[src/rtl/gf_exp_ctrl.sv]
// GF(2^m) exponentiation controller: left-to-right square-and-multiply driving an external
// registered multiplier. Define EXP_SKIP_LZ_EN to skip leading zero exponent bits via SCAN.
module gf_exp_ctrl #(
  parameter int unsigned m   = 16,
  parameter int unsigned E_W = 16
) (
  input  logic           clk,
  input  logic           rst,
  input  logic           start,
  input  logic [m-1:0]   a_in,
  input  logic [E_W-1:0] e_in,
  output logic           busy,
  output logic           done,
  output logic [m-1:0]   c_out,
  output logic [m-1:0]   mul_a,
  output logic [m-1:0]   mul_b,
  input  logic [m-1:0]   mul_c
);

  localparam int unsigned BitW = (E_W > 1) ? $clog2(E_W) : 1;
  localparam logic [m-1:0] One = {{(m-1){1'b0}}, 1'b1};
  localparam logic [BitW-1:0] TopBit = BitW'(E_W - 1);

`ifdef EXP_SKIP_LZ_EN
  typedef enum logic [2:0] {
    StIdle, StSqIss, StSqWb, StMulIss, StMulWb, StDone, StScan
  } state_e;
`else
  typedef enum logic [2:0] {
    StIdle, StSqIss, StSqWb, StMulIss, StMulWb, StDone
  } state_e;
`endif

  state_e          state_q, state_d;
  logic [m-1:0]    acc_q, acc_d;
  logic [m-1:0]    a_q, a_d;
  logic [E_W-1:0]  e_q, e_d;
  logic [BitW-1:0] bit_q, bit_d;
  logic [m-1:0]    c_out_q, c_out_d;
  logic            last_bit;
  logic            cur_bit;

  assign last_bit = (bit_q == '0);
  assign cur_bit  = e_q[bit_q];
  assign c_out    = c_out_q;

  always_comb begin
    state_d = state_q;
    acc_d   = acc_q;
    a_d     = a_q;
    e_d     = e_q;
    bit_d   = bit_q;
    c_out_d = c_out_q;
    mul_a   = '0;
    mul_b   = '0;
    done    = 1'b0;
    busy    = (state_q != StIdle);

    unique case (state_q)
      StIdle: begin
        if (start) begin
          a_d   = a_in;
          e_d   = e_in;
          acc_d = One;
          bit_d = TopBit;
`ifdef EXP_SKIP_LZ_EN
          state_d = StScan;
`else
          state_d = StSqIss;
`endif
        end
      end
`ifdef EXP_SKIP_LZ_EN
      // acc is still 1 here, so squaring it would be wasted work.
      StScan: begin
        if (cur_bit) begin
          state_d = StMulIss;
        end else if (last_bit) begin
          state_d = StDone;
        end else begin
          bit_d = bit_q - BitW'(1);
        end
      end
`endif
      StSqIss: begin
        mul_a   = acc_q;
        mul_b   = acc_q;
        state_d = StSqWb;
      end
      StSqWb: begin
        mul_a = acc_q;
        mul_b = acc_q;
        acc_d = mul_c;
        if (cur_bit) begin
          state_d = StMulIss;
        end else if (last_bit) begin
          state_d = StDone;
        end else begin
          bit_d   = bit_q - BitW'(1);
          state_d = StSqIss;
        end
      end
      StMulIss: begin
        mul_a   = acc_q;
        mul_b   = a_q;
        state_d = StMulWb;
      end
      StMulWb: begin
        mul_a = acc_q;
        mul_b = a_q;
        acc_d = mul_c;
        if (last_bit) begin
          state_d = StDone;
        end else begin
          bit_d   = bit_q - BitW'(1);
          state_d = StSqIss;
        end
      end
      StDone: begin
        done    = 1'b1;
        state_d = StIdle;
      end
      default: begin
        state_d = StIdle;
      end
    endcase

    // Capture the final accumulator on entry to DONE so c_out is valid alongside done.
    if (state_d == StDone && state_q != StDone) begin
      c_out_d = acc_d;
    end
  end

  always_ff @(posedge clk or posedge rst) begin
    if (rst) begin
      state_q <= StIdle;
      acc_q   <= One;
      a_q     <= '0;
      e_q     <= '0;
      bit_q   <= TopBit;
      c_out_q <= '0;
    end else begin
      state_q <= state_d;
      acc_q   <= acc_d;
      a_q     <= a_d;
      e_q     <= e_d;
      bit_q   <= bit_d;
      c_out_q <= c_out_d;
    end
  end

endmodule
[config.mk]
export PLATFORM = sky130hd
export DESIGN_NAME = gf_exp_ctrl
export DESIGN_NICKNAME = d
export VERILOG_FILES = /design/src/rtl/gf_exp_ctrl.sv
export SDC_FILE = /design/constraint.sdc
export NUM_CORES = 1
export LEC_CHECK = 0
export ABC_CLOCK_PERIOD_IN_PS = 2900
export CORE_ASPECT_RATIO = 0.75
export CORE_MARGIN = 8
export CORE_UTILIZATION = 49
export DETAILED_ROUTE_END_ITERATION = 10
export GPL_TIMING_DRIVEN = 0
export PLACE_DENSITY = 0.87
export RECOVER_POWER = 25
export SYNTH_ARGS = -nofsm -noshare
export SYNTH_HDL_FRONTEND = slang
export SYNTH_SLANG_ARGS = --single-unit
[constraint.sdc]
create_clock -name clk -period 2.9 [get_ports clk]
set_clock_uncertainty 0.15 [all_clocks]
set_input_delay 0.29 -clock clk [delete_from_list [all_inputs] [get_ports clk]]
set_output_delay 0.29 -clock clk [all_outputs]
set_load 0.005 [all_outputs]
==> impl_metrics.toml <==
[clock_tree]
cts_sinks = 71
cts_buffers = 9
h-tree-depth = 3
insertion_delay_ps = 360
tritoncts = "built"
clk_pin_slew_ps = 80
root_buffer = "clkbuf_8"
clockBufferDepth = 2

[power_and_ir_drop]
p_leak_uw = 0.00222
netSwitchingPower_uw = 2050
switching_share = 0.382
ir_drop_v = 0.000544
powerDensity_nw_per_um2 = 1050
pwr-share-comb = 0.521
power_frac_clock = 0.171
seq_power_share = 0.307
p_int_uw = 3320

[final_layout]
n_antenna_cell = 0
nNetsFinal = 482
seq_area_um2 = 1780
finish.utilization = 0.700
fillers = 516
multi_input_area_um2 = 1830
syn2layout_area_growth_pct = 38.1
finalNonFillerCells = 535
drive_above_1_share = 0.235

[die]
dieArea_um2 = 10700
rows = 27
core-area_um2 = 7330
boundaryPins = 101
die_h_um = 91.4
initial_core_util = 0.507
die_w_um = 117

[grt]
grt_pass1_vias = 3161
grt_start_max_net_pins = 72
grt_usage = 0.216
grt_pass1_wl_um = 17500
antenna_found_initial = 0
grt_overflow = 0

[synth]
netlist_top_cells_area = "dfrtp_1 (44%), mux2_2 (13%), mux2_4 (4.0%), a22oi_1 (3.8%), mux2_1 (3.6%)"
synth_top_area_frac = 0.445
synth-seq-cells = 71
synth_cell_types = 37
netlist_area_um2 = 3710
yosysMostFrequentCell = "dfrtp_1"
synth-seq-area-share = 0.480
syn_area_per_cell_um2 = 11.7
synth_edf_count = 0
synth_common_cells = "dfrtp_1 (66), mux2_2 (43), nand2_1 (21), a22oi_1 (19)"
synthArstFlopShare = 1.00
synth_flop_cell = "dfrtp_1"
synth.largest_area_cell = "dfrtp_1"
netlist_instances = 318
yosysWarningCount = 0
syn-num-nets = 371

[place]
pre_cts_slack_ps = -123
place_hpwl_um = 8050
io_buffers = 100
post-place-cells = 519
gp_congestion = 0.831

[detailed_routing]
post-route-drc-count = 0
ant_nets = 0
vias_per_cell = 5.70
routedWlPerCell_um = 20.6
drtPass1Iterations = 6
routed_wirelength_um = 11000
dr_total_vias = 3047
drt_iter0_drc = 201

[setup_path]
critPathLaunchType = "register"
crit_chain = "clkbuf_4 -> nor2b_1 -> buf_2 -> buf_4 -> a22oi_1 -> o21ai_0 -> clkdlybuf4s50_1"
cp.required_ps = 2460
cpPeakStageDelay_ps = 560
crit_slowest_cell = "clkdlybuf4s50_1"
cp-end-kind = "primary output"
cp.arrival_ps = 2400
crit_type = "register to primary output"
cp_max_fo = 10

[min_path]
hold_path.class = "register to register"

[timing]
setup_violations = 0
whs_ps = 350
setup_ws_ps = 61.7
drv_slew = 0
rsz0062_at_grt = "no"
tightest_slew_ps = 1500
slew_headroom = 0.00123
period_share = 0.979
period_needed_ps = 2840
max_freq_mhz = 352
hold_viol = 0

[outcome]
status = "complete, but fails checks"
violations = "capacitance limit"

[flow_run]
cap_violations = 1
[worst max-delay path, delay by kind of cell, from the launching register on]
family	cells	cell delay (ps)
AOI/OAI and AO/OA	2	330
buffers and inverters	4	1210
DFF	1	320
and+or+nand+nor	1	160
[per-stage QoR]
stage	setup TNS, ps	total power [µW]	instance area [µm²]
after floorplan	0	3220	3710
after global placement	-31700	4210	4840
after detailed placement	-933	4330	4840
after CTS	0	5340	5130
after global routing	0	5670	5130
final	0	5370	5130
[flip-flops by register name, indices dropped and copies added, names as in the netlist]
signal   cells
a_q         16
acc_q       16
e_q         16
bit_q        4
c_out       16
state_q      3
[area by class of cell]
| class | count | share of cell area |
|---|---|---|
| multi-input combinational | 220 | 0.357 |
| sequential | 71 | 0.348 |
| timing repair buffer | 101 | 0.197 |
| buffer | 21 | 0.0259 |
| tap | 101 | 0.0246 |
| clock buffer | 9 | 0.0241 |
| clock inverter | 7 | 0.0202 |
| inverter | 5 | 0.00366 |
[final timing paths]
| path | from | endpoint | slack (ps) | cells after the start |
|---|---|---|---|---|
| setup reg to reg | bit_q[1] | c_out[4] | 120 | 8 |
| min in group asynchronous | rst | acc_q[12] | 640 | 2 |
| setup / recovery | state_q[1] | mul_b[12] | 60 | 7 |
| hold reg to reg | c_out[12] | c_out[12] | 350 | 1 |
| hold / removal | c_out[12] | c_out[12] | 350 | 1 |
| max in group asynchronous | rst | acc_q[14] | 1030 | 2 |
[cell families after synthesis]
logic type                 share of synthesized area
DFF                                            0.480
adders and majority gates                    0.00674
xor gates and xnor gates                     0.00472
AOI/OAI and AO/OA                              0.141
buffers and inverters                         0.0354
and+or+nand+nor                               0.0977
muxes                                          0.234
[routing by layer]
metal  wire length [µm]  GRT usage
met5                  0          0
met3                814     0.0661
met2               5320      0.336
met4                246     0.0712
met1               4620      0.279
[power by group through the flow]
stage	clock network [µW]	registers (µW)	logic, µW
after CTS	931	1630	2770
after floorplan	0	1540	1680
after global placement	0	1620	2580
after detailed placement	0	1650	2680
after global routing	969	1700	3000
final	920	1650	2800
[timing repair]
item / CTS / global route
resized for setup: 15 / 8
pin swaps: 1 / 0
hold buffers: 0 / 0
buffers inserted: 1 / 0
setup endpoints to repair: 32 / 20
[layout by cell type (no fill, tap or decap), drive strengths merged, types with 2 or more instances in the layout]
cell type / count
ha: 2
clkdlybuf4s50: 99
nor3: 4
and2: 18
mux2: 65
nand2: 21
o21ai: 18
buf: 14
o211ai: 2
nand2b: 4
a22o: 15
nor2: 13
clkinvlp: 2
inv: 8
clkbuf: 17
nor2b: 6
a211oi: 3
a31oi: 2
dfrtp: 66
nor4: 2
a21oi: 5
mux2i: 10
bufinv: 2
xnor2: 2
dfstp: 5
a22oi: 20
o31ai: 3
Power figures use the tool's default switching activity.
